===== config.mk =====
export PLATFORM = sky130hd
export DESIGN_NAME = display_framebuffer_writer
export DESIGN_NICKNAME = d
export VERILOG_FILES = /design/src/rtl/display_pkg.sv /design/src/rtl/pixel_packer_16to32.sv /design/src/rtl/display_framebuffer_writer.sv
export SDC_FILE = /design/constraint.sdc
export NUM_CORES = 1
export LEC_CHECK = 0
export CAP_MARGIN = 15
export CORE_ASPECT_RATIO = 0.8
export CORE_UTILIZATION = 30
export CTS_CLUSTER_SIZE = 8
export DETAILED_ROUTE_END_ITERATION = 10
export PLACE_DENSITY = 0.52
export SLEW_MARGIN = 25
export SYNTH_ARGS = -nofsm -noshare
export SYNTH_HDL_FRONTEND = slang
export SYNTH_SLANG_ARGS = --single-unit

===== constraint.sdc =====
create_clock -name aclk -period 5.75 [get_ports aclk]
set_clock_uncertainty 0.15 [all_clocks]
set_input_delay 1.15 -clock aclk [delete_from_list [all_inputs] [get_ports aclk]]
set_output_delay 1.15 -clock aclk [all_outputs]
set_load 0.02 [all_outputs]

===== src/rtl/display_pkg.sv =====
// Shared constants for the display framebuffer reader/writer pair: header
// op codes, flag field, size field width and the writer's state encoding.
package display_pkg;

  localparam int unsigned PIXEL_WIDTH  = 16;
  localparam int unsigned STREAM_WIDTH = 32;
  localparam int unsigned ADDR_WIDTH   = 32;
  localparam int unsigned SIZE_W       = 28;

  localparam logic [1:0] OP_READ   = 2'h1;
  localparam logic [1:0] OP_WRITE  = 2'h2;
  localparam logic [1:0] HDR_FLAGS = 2'h3;

  typedef enum logic [2:0] {
    ST_IDLE  = 3'd0,
    ST_HDR   = 3'd1,
    ST_ADDR  = 3'd2,
    ST_DATA  = 3'd3,
    ST_FLUSH = 3'd4,
    ST_DONE  = 3'd5
  } wr_state_e;

  function automatic logic [STREAM_WIDTH-1:0] make_header(input logic [1:0] op,
                                                          input logic [SIZE_W-1:0] size);
    return {op, HDR_FLAGS, size};
  endfunction

endpackage


===== src/rtl/pixel_packer_16to32.sv =====
// Pairs 16-bit pixels into 32-bit words (first pixel in the low half); the
// completed word is presented combinationally in the cycle of the second pixel.
module pixel_packer_16to32
  import display_pkg::*;
(
  input  logic                    aclk,
  input  logic                    resetn,
  input  logic                    clr_i,
  input  logic                    en_i,
  input  logic                    pad_i,
  input  logic                    s_valid_i,
  input  logic [PIXEL_WIDTH-1:0]  s_data_i,
  output logic                    s_ready_o,
  input  logic                    out_ready_i,
  output logic                    out_valid_o,
  output logic [STREAM_WIDTH-1:0] out_data_o,
  output logic                    half_o
);

  logic                   half_q, half_d;
  logic [PIXEL_WIDTH-1:0] lo_q, lo_d;
  logic                   hs_s;

  assign s_ready_o = en_i && out_ready_i;
  assign hs_s      = s_valid_i && s_ready_o;
  assign half_o    = half_q;

  // Pair assembly; a pad request flushes a lone low pixel with a zero high half.
  always_comb begin
    half_d      = half_q;
    lo_d        = lo_q;
    out_valid_o = 1'b0;
    out_data_o  = {s_data_i, lo_q};
    if (clr_i) begin
      half_d = 1'b0;
    end else if (pad_i) begin
      out_valid_o = 1'b1;
      out_data_o  = {16'h0000, (half_q ? lo_q : 16'h0000)};
      half_d      = 1'b0;
    end else if (hs_s) begin
      if (half_q) begin
        out_valid_o = 1'b1;
        half_d      = 1'b0;
      end else begin
        lo_d   = s_data_i;
        half_d = 1'b1;
      end
    end else begin
      half_d = half_q;
    end
  end

  // Pair register.
  always_ff @(posedge aclk) begin
    if (!resetn) begin
      half_q <= 1'b0;
      lo_q   <= 16'h0000;
    end else begin
      half_q <= half_d;
      lo_q   <= lo_d;
    end
  end

endmodule


===== src/rtl/display_framebuffer_writer.sv =====
// Packs a 16-bit pixel stream into a FrameStreamingCore write command:
// header word, base address word, then DISPLAY_SIZE_IN_BYTES/4 payload words.
module display_framebuffer_writer
  import display_pkg::*;
#(
  parameter int unsigned DISPLAY_SIZE_IN_BYTES = 320*480*2
) (
  input  logic                    aclk,
  input  logic                    resetn,
  input  logic                    start,
  input  logic [ADDR_WIDTH-1:0]   fb_addr,
  output logic                    busy,
  output logic                    done,
  output logic                    frame_error,
  input  logic                    s_pix_axis_tvalid,
  output logic                    s_pix_axis_tready,
  input  logic                    s_pix_axis_tlast,
  input  logic [PIXEL_WIDTH-1:0]  s_pix_axis_tdata,
  output logic                    m_cmd_axis_tvalid,
  input  logic                    m_cmd_axis_tready,
  output logic                    m_cmd_axis_tlast,
  output logic [STREAM_WIDTH-1:0] m_cmd_axis_tdata
);

  localparam logic [SIZE_W-1:0] SIZE_FIELD = SIZE_W'(DISPLAY_SIZE_IN_BYTES);
  localparam logic [SIZE_W-1:0] WORD_COUNT = SIZE_W'(DISPLAY_SIZE_IN_BYTES / 4);

  wr_state_e              state_q, state_d;
  logic [ADDR_WIDTH-1:0]  addr_q, addr_d;
  logic [SIZE_W-1:0]      wcnt_q, wcnt_d;
  logic [SIZE_W-1:0]      ld_cnt_q, ld_cnt_d;
  logic                   busy_q, busy_d, done_q, done_d, err_q, err_d;
  logic                   tvalid_q, tvalid_d, tlast_q, tlast_d;
  logic [STREAM_WIDTH-1:0] tdata_q, tdata_d;

  logic out_ready_s, m_hs_s, pix_hs_s, final_pix_s;
  logic pk_en_s, pk_pad_s, pk_clr_s, pk_valid_s, pk_half_s;
  logic [STREAM_WIDTH-1:0] pk_data_s;

  // ld_cnt tracks words still to be loaded into the output register; wcnt
  // tracks words still to be handshaken out.
  assign out_ready_s = !tvalid_q || m_cmd_axis_tready;
  assign m_hs_s      = tvalid_q && m_cmd_axis_tready;
  assign pk_en_s     = (state_q == ST_DATA) && (ld_cnt_q != 28'd0);
  assign pk_pad_s    = (state_q == ST_FLUSH) && (ld_cnt_q != 28'd0) && out_ready_s;
  assign pk_clr_s    = (state_q == ST_IDLE) && start;
  assign pix_hs_s    = s_pix_axis_tvalid && s_pix_axis_tready;
  assign final_pix_s = pk_half_s && (ld_cnt_q == 28'd1);

  pixel_packer_16to32 u_packer (
    .aclk        (aclk),
    .resetn      (resetn),
    .clr_i       (pk_clr_s),
    .en_i        (pk_en_s),
    .pad_i       (pk_pad_s),
    .s_valid_i   (s_pix_axis_tvalid),
    .s_data_i    (s_pix_axis_tdata),
    .s_ready_o   (s_pix_axis_tready),
    .out_ready_i (out_ready_s),
    .out_valid_o (pk_valid_s),
    .out_data_o  (pk_data_s),
    .half_o      (pk_half_s)
  );

  // Next-state and output-register logic.
  always_comb begin
    state_d  = state_q;
    addr_d   = addr_q;
    wcnt_d   = wcnt_q;
    ld_cnt_d = ld_cnt_q;
    busy_d   = busy_q;
    done_d   = 1'b0;
    err_d    = err_q;
    tvalid_d = tvalid_q;
    tlast_d  = tlast_q;
    tdata_d  = tdata_q;
    case (state_q)
      ST_IDLE: begin
        if (start) begin
          addr_d   = fb_addr;
          tdata_d  = make_header(OP_WRITE, SIZE_FIELD);
          tvalid_d = 1'b1;
          tlast_d  = 1'b0;
          busy_d   = 1'b1;
          err_d    = 1'b0;
          wcnt_d   = WORD_COUNT;
          ld_cnt_d = WORD_COUNT;
          state_d  = ST_HDR;
        end else begin
          busy_d = 1'b0;
        end
      end
      ST_HDR: begin
        if (m_cmd_axis_tready) begin
          tdata_d = addr_q;
          state_d = ST_ADDR;
        end else begin
          state_d = ST_HDR;
        end
      end
      ST_ADDR: begin
        if (m_cmd_axis_tready) begin
          tvalid_d = 1'b0;
          state_d  = ST_DATA;
        end else begin
          state_d = ST_ADDR;
        end
      end
      ST_DATA, ST_FLUSH: begin
        if (pk_valid_s) begin
          tdata_d  = pk_data_s;
          tvalid_d = 1'b1;
          tlast_d  = (ld_cnt_q == 28'd1);
          ld_cnt_d = ld_cnt_q - 28'd1;
        end else if (m_hs_s) begin
          tvalid_d = 1'b0;
        end else begin
          tvalid_d = tvalid_q;
        end
        if (m_hs_s) begin
          wcnt_d = wcnt_q - 28'd1;
          if (wcnt_q == 28'd1) begin
            state_d = ST_DONE;
            done_d  = 1'b1;
          end else begin
            state_d = state_q;
          end
        end else begin
          wcnt_d = wcnt_q;
        end
        // Pixel handshakes never coincide with the final payload handshake.
        if (pix_hs_s) begin
          if (final_pix_s) begin
            err_d = err_q | !s_pix_axis_tlast;
          end else if (s_pix_axis_tlast) begin
            err_d   = 1'b1;
            state_d = ST_FLUSH;
          end else begin
            err_d = err_q;
          end
        end else begin
          err_d = err_q;
        end
      end
      ST_DONE: begin
        busy_d   = 1'b0;
        tvalid_d = 1'b0;
        tlast_d  = 1'b0;
        state_d  = ST_IDLE;
      end
      default: begin
        state_d = ST_IDLE;
      end
    endcase
  end

  // State and output registers.
  always_ff @(posedge aclk) begin
    if (!resetn) begin
      state_q  <= ST_IDLE;
      addr_q   <= 32'h0000_0000;
      wcnt_q   <= 28'd0;
      ld_cnt_q <= 28'd0;
      busy_q   <= 1'b0;
      done_q   <= 1'b0;
      err_q    <= 1'b0;
      tvalid_q <= 1'b0;
      tlast_q  <= 1'b0;
      tdata_q  <= 32'h0000_0000;
    end else begin
      state_q  <= state_d;
      addr_q   <= addr_d;
      wcnt_q   <= wcnt_d;
      ld_cnt_q <= ld_cnt_d;
      busy_q   <= busy_d;
      done_q   <= done_d;
      err_q    <= err_d;
      tvalid_q <= tvalid_d;
      tlast_q  <= tlast_d;
      tdata_q  <= tdata_d;
    end
  end

  assign busy              = busy_q;
  assign done              = done_q;
  assign frame_error       = err_q;
  assign m_cmd_axis_tvalid = tvalid_q;
  assign m_cmd_axis_tlast  = tlast_q;
  assign m_cmd_axis_tdata  = tdata_q;

endmodule


Word level (Yosys, flattened, before mapping)
Index checks and enable logic that the tools add are counted.

Add/sub/neg operators: 2. Equality and inequality tests: 15. Multiplexer cells: 41. Bitwise gates (word level): 5. Reduce and logical (&&, ||, !) cells: 29.

Operators with widths (number): 2-to-1 mux 32 bit (5); one-hot mux 28 bit (2 select lines) (2); one-hot mux 32 bit (3 select lines) (1); 2-to-1 mux 28 bit (3); == test 28 x 1 -> 1 bit (second input constant) (2); subtractor 28 x 1 -> 28 bit (second input constant) (2); nonzero test 28 bit (1); 2-to-1 mux 3 bit (6); 2-to-1 mux 1 bit (17); 2-to-1 mux 16 bit (1); AND reduction 4 bit (4); != test 2 bit (second input constant) (6); one-hot mux 3 bit (4 select lines) (1); AND reduction 3 bit (4); logical AND 1 bit (8); == test 3 x 2 -> 1 bit (second input constant) (2); == test 3 bit (second input constant) (2); != test 3 bit (second input constant) (2); nonzero test 3 bit (2); NOT 1 bit (4); one-hot mux 1 bit (2 select lines) (2); one-hot mux 1 bit (4 select lines) (1); nonzero test 2 bit (2); nonzero test 4 bit (1); other kinds (10) (11).

Flip-flop bits (word level): 145. Input port bits: 54. Word-level logic and storage cells: 104.

Logic depth before layout (Yosys ltp)
Word-level depth: 9. Gate-level depth with buffers: 10.

Modules after synthesis
From an unflattened synthesis, not the netlist that was laid out.

Cells, all modules: 804. Area total of the unflattened synthesis: 6681.4 µm².

By module, submodules not included: display_framebuffer_writer (instances 1, cells an instance 691, area an instance 5755.5 µm², seq. area each 2562.5 µm²); pixel_packer_16to32 (instances 1, cells an instance 113, area an instance 925.9 µm², seq. area each 340.3 µm²).

Worst setup path after synthesis
OpenSTA, ideal clock, no wires.

Kind: input to register. Start point: input start. End point: register wcnt_q[7]. Arrival time: 2.813 ns. Path slack: 2.659 ns. Cell stages on the path: 7. Buffers on the path: 1. Path through: or3b_2 > a21oi_1 > o2111ai_1 > clkbuf_1 > nor4_1 > xnor2_1 > nor2_1.

Longest elaborated chain between the ends: 2.

Ends and longest elaborated chain: start, declared (line display_framebuffer_writer.sv:10) `input logic start,`; != test 2 bit (no line); AND reduction 3 bit (no line); end signal, assigned (line display_framebuffer_writer.sv:173) `wcnt_q <= wcnt_d;`; end, declared (line display_framebuffer_writer.sv:30) `logic [SIZE_W-1:0] wcnt_q, wcnt_d;`.

Every way passes these cells. A chain may end at the register's enable or synchronous reset.

Worst setup path after layout
Start point: input m_cmd_axis_tready. End point: output s_pix_axis_tready.

Longest elaborated chain between the ends: 2.

Ends and longest elaborated chain: start, declared (line display_framebuffer_writer.sv:20) `input logic m_cmd_axis_tready,`; logical OR 1 bit (line display_framebuffer_writer.sv:42) `assign out_ready_s = !tvalid_q || m_cmd_axis_tready;`; logical AND 1 bit (line pixel_packer_16to32.sv:24) `assign s_ready_o = en_i && out_ready_i;`; end, declared (line display_framebuffer_writer.sv:16) `output logic s_pix_axis_tready,`.

Every way passes these cells.

==> run summary <==
• **R2R depth** 8
• **length of routed met3 wiring** 1004 µm
• **Distinct cells, synth** 56
• **total congestion overflow after global routing** 0
• **H-tree lvl count** 4
• **effective utilization at floorplan** 0.3089
• **top-count cell post-synth** sky130_fd_sc_hd__dfxtp_1
• **Synth Area in Compound Gates** 0.1962
• **leading area contributor after synthesis** sky130_fd_sc_hd__dfxtp_1
• **Cell Rows** 47
• **source-to-sink clock delay at the later pin of the worst-skew pair** 0.42 ns
• **number of DRC markers after the initial detailed-route iteration** 372
• **worst path arrival time** 3.00 ns
• **worst reg-to-reg setup slack** 2.13 ns
• **combinational family with the most area after synthesis** simple AND/OR/NAND/NOR gates
• **run status** finished with violations
• **unrepaired setup endpoints after global routing** no
• **mux contribution to synthesized area** 0.003095
• **average vias per placed instance** 5.154
• **category of the worst setup path launch point** input port
• **Max-Slew Margin vs Limit** 0.3977
• **CTS tree** built
• **count of endpoints failing setup in the final report** 0
• **final wirelength** 18370 µm
• **crit path capture type** output pin
• **largest net degree at the start of global routing** 102
• **Synthesis Warnings** 0
• **top post-synthesis cells by area** sky130_fd_sc_hd__dfxtp_1 45%, sky130_fd_sc_hd__a21boi_0 6.7%, sky130_fd_sc_hd__nand2_1 6.6%
• **area of the core** 20940 µm²
• **height of the die** 133.3 µm
• **area of the die** 22150 µm²
• **average size of a mapped cell** 8.421 µm²
• **Peak supply drop** 214.1 µV
• **violated checks** DRC
• **Syn Std Cell Area** 6467 µm²
• **Final TNS setup** 0 ns
• **share of the cycle needed by the critical path after routing** 0.7475
• **amount of wire on met2 after detailed routing** 7609 µm
• **most used flip-flop cell after synthesis** sky130_fd_sc_hd__dfxtp_1
• **cell leakage power** 2.868 nW
• **post_cts resized** 0
• **origin of the critical flop-to-flop path** ld_cnt_q[0]
• **io pins** 92
• **antenna cell count** 0
• **hold path startpoint** u_packer.lo_q[15]
• **number of I/O port buffers** 91
• **type of the most critical hold path** register to register
• **Post-Syn Instances** 768
• **synthesis-stage register bit count** 145
• **power per standard cell area** 345.4 nW/µm²
• **wire per inst** 16.42 µm
• **xor and xnor area share after synthesis** 0.04740
• **# clock sinks** 145
• **Synth Area in Adders** 0.007738
• **maximum fanout count along the critical path** 12
• **number of detailed-route iterations in the first pass** 8
• **commonest cells in the synthesized netlist** 145 x sky130_fd_sc_hd__dfxtp_1, 113 x sky130_fd_sc_hd__nand2_1, 85 x sky130_fd_sc_hd__nor2_1, 58 x sky130_fd_sc_hd__a21boi_0, 42 x sky130_fd_sc_hd__clkbuf_1
• **hold endpoint** u_packer.lo_q[15]
• **number of stages on the worst hold path** 2
• **slowest cell on the critical path** sky130_fd_sc_hd__clkdlybuf4s50_1
• **Max Root-Sink Buffers** 2
• **number of fill cells** 2165
• **number of remaining DRC errors** 7
• **cell area after placement** 7615 µm²
• **routability cong.** 0.7917
• **top cell type's share of synthesized area** 0.4488
• **post-layout minimum cycle time** 4.298 ns
• **R2R Path End** ld_cnt_q[17]
• **delay of the slowest cell on the worst path** 0.76 ns
• **Non-Filler Cell Area, Final** 8184 µm²
• **number of global-route vias before repair** 5392
• **total via count after detailed routing** 5767
• **global router's overall resource usage** 0.1695
• **top layer reached by signal wires** met4
• **TritonCTS Buffers** 17
• **DPL Wire Length** 11870 µm
• **endpoints failing hold** 0
• **number of nets in the layout** 896
• **antenna violations before repair** 0
• **simple-gate share of the synthesized area** 0.2610
• **global-route wire length before repair** 29480 µm
• **worst setup path startpoint** m_cmd_axis_tready
• **area added between synthesis and finish** 26.54%
• **fmax** 232.7 MHz
• **ANT nets after route** 0
• **number of max-slew violations in the final report** 0
• **number of enable flip-flop cells after synthesis** 0
• **Maximum Capacitance Violations** 0
• **WL met1** 9648 µm
• **Post-CTS Repair Setup Buffers** 0
• **share of the yosys chip area belonging to registers** 0.4488
• **required time of the worst setup path** 4.45 ns
• **actual transition at the worst max-transition pin** 0.9034 ns
• **buffer cell driving the clock tree root** sky130_fd_sc_hd__clkbuf_16
• **clock transition time at the flip-flop clock pins of the worst setup and hold paths** 0.06 ns
• **net count after synthesis** 826
• **Worst path most repeated cell** sky130_fd_sc_hd__clkdlybuf4s50_1
• **CP cell instances** clkdlybuf4s50_1 -> nor2_1 -> nor3_1 -> clkdlybuf4s50_1
• **async set-reset flop share out of synthesis** 0
• **die span in x** 166.2 µm
• **Crit Path Category** input port to output pin
• **layout cells sized above 1** 0.07647
• **hold buffer count at CTS** 0
## power by group
part | internal, W | switching, W
Combinational | 0.000253 | 0.000347
Sequential | 0.00109 | 0.0000647
Clock | 0.000635 | 0.000441
## logic make-up (layout without fill, tap and decap cells)
logic type,after synthesis,in the layout
AOI/OAI and AO/OA,184,184
xor gates and xnor gates,35,35
adders and majority gates,4,4
buffers and inverters,59,141
DFF,145,145
muxes,2,2
and+or+nand+nor,339,339
## final cells by class
cell class / count / area, µm² / share of cell area
multi-input cells: 564 / 3369 / 0.4117
flip-flops and latches: 145 / 2903 / 0.3547
repair buffers: 100 / 970.9 / 0.1186
clock buffers: 17 / 425.4 / 0.05198
well taps: 269 / 336.6 / 0.04113
clock inverters: 14 / 141.4 / 0.01728
inverters: 10 / 37.54 / 0.004586
## critical path, delay by kind of cell
kind                   cells  cell delay (ns)
buffers and inverters      2             1.41
and+or+nand+nor            2             0.43
## placed cells by master (no fill, tap or decap), types with 17 or more instances in the layout
cell type,n
sky130_fd_sc_hd__nand2_1,112
sky130_fd_sc_hd__clkdlybuf4s50_1,90
sky130_fd_sc_hd__xnor2_1,24
sky130_fd_sc_hd__or3_1,21
sky130_fd_sc_hd__dfxtp_1,145
sky130_fd_sc_hd__nor3_1,21
sky130_fd_sc_hd__nor2_1,84
sky130_fd_sc_hd__a221oi_1,32
sky130_fd_sc_hd__o21ai_0,39
sky130_fd_sc_hd__clkbuf_16,17
sky130_fd_sc_hd__a21oi_1,29
sky130_fd_sc_hd__a21boi_0,58
## layer usage
layer | track usage | vias up
met5 | 0 | -
met4 | 0.04258 | 0
met3 | 0.04278 | 8
met2 | 0.2405 | 150
met1 | 0.2517 | 2740
li1 | - | 2869
## worst max-delay path by stage
stage / to / slack, ns / cells past startpoint
5_1_grt: s_pix_axis_tready / 1.32 / 7
4_1_cts: s_pix_axis_tready / 1.44 / 7
3_3_place_gp: s_pix_axis_tready / 1.49 / 4
3_5_place_dp: ld_cnt_q[7] / 1.46 / 8
2_1_floorplan: wcnt_q[7] / 2.66 / 7
6_report: s_pix_axis_tready / 1.45 / 4
## flip-flops by register name, indices dropped and copies added (netlist names)
register and count:
addr_q 32, u_packer.half_o 1, state_q 3, done 1
m_cmd_axis_tdata 32, m_cmd_axis_tlast 1, wcnt_q 28, frame_error 1
busy 1, ld_cnt_q 28, m_cmd_axis_tvalid 1, u_packer.lo_q 16
## per-stage QoR
stage	power [W]	instances	hold slack [ns]	setup WS, ns	utilization
3_3_place_gp	0.001771	1087	0.3051	1.492	0.3631
3_5_place_dp	0.001771	1088	0.3091	1.457	0.3637
2_1_floorplan	0.001553	768	0.2933	2.659	-
5_1_grt	0.002969	1119	0.3368	1.319	0.3909
4_1_cts	0.002861	1119	0.3179	1.441	0.3908
6_report	0.002827	1119	0.3145	1.452	0.3909
No activity file was read; power rests on OpenSTA's default activity.
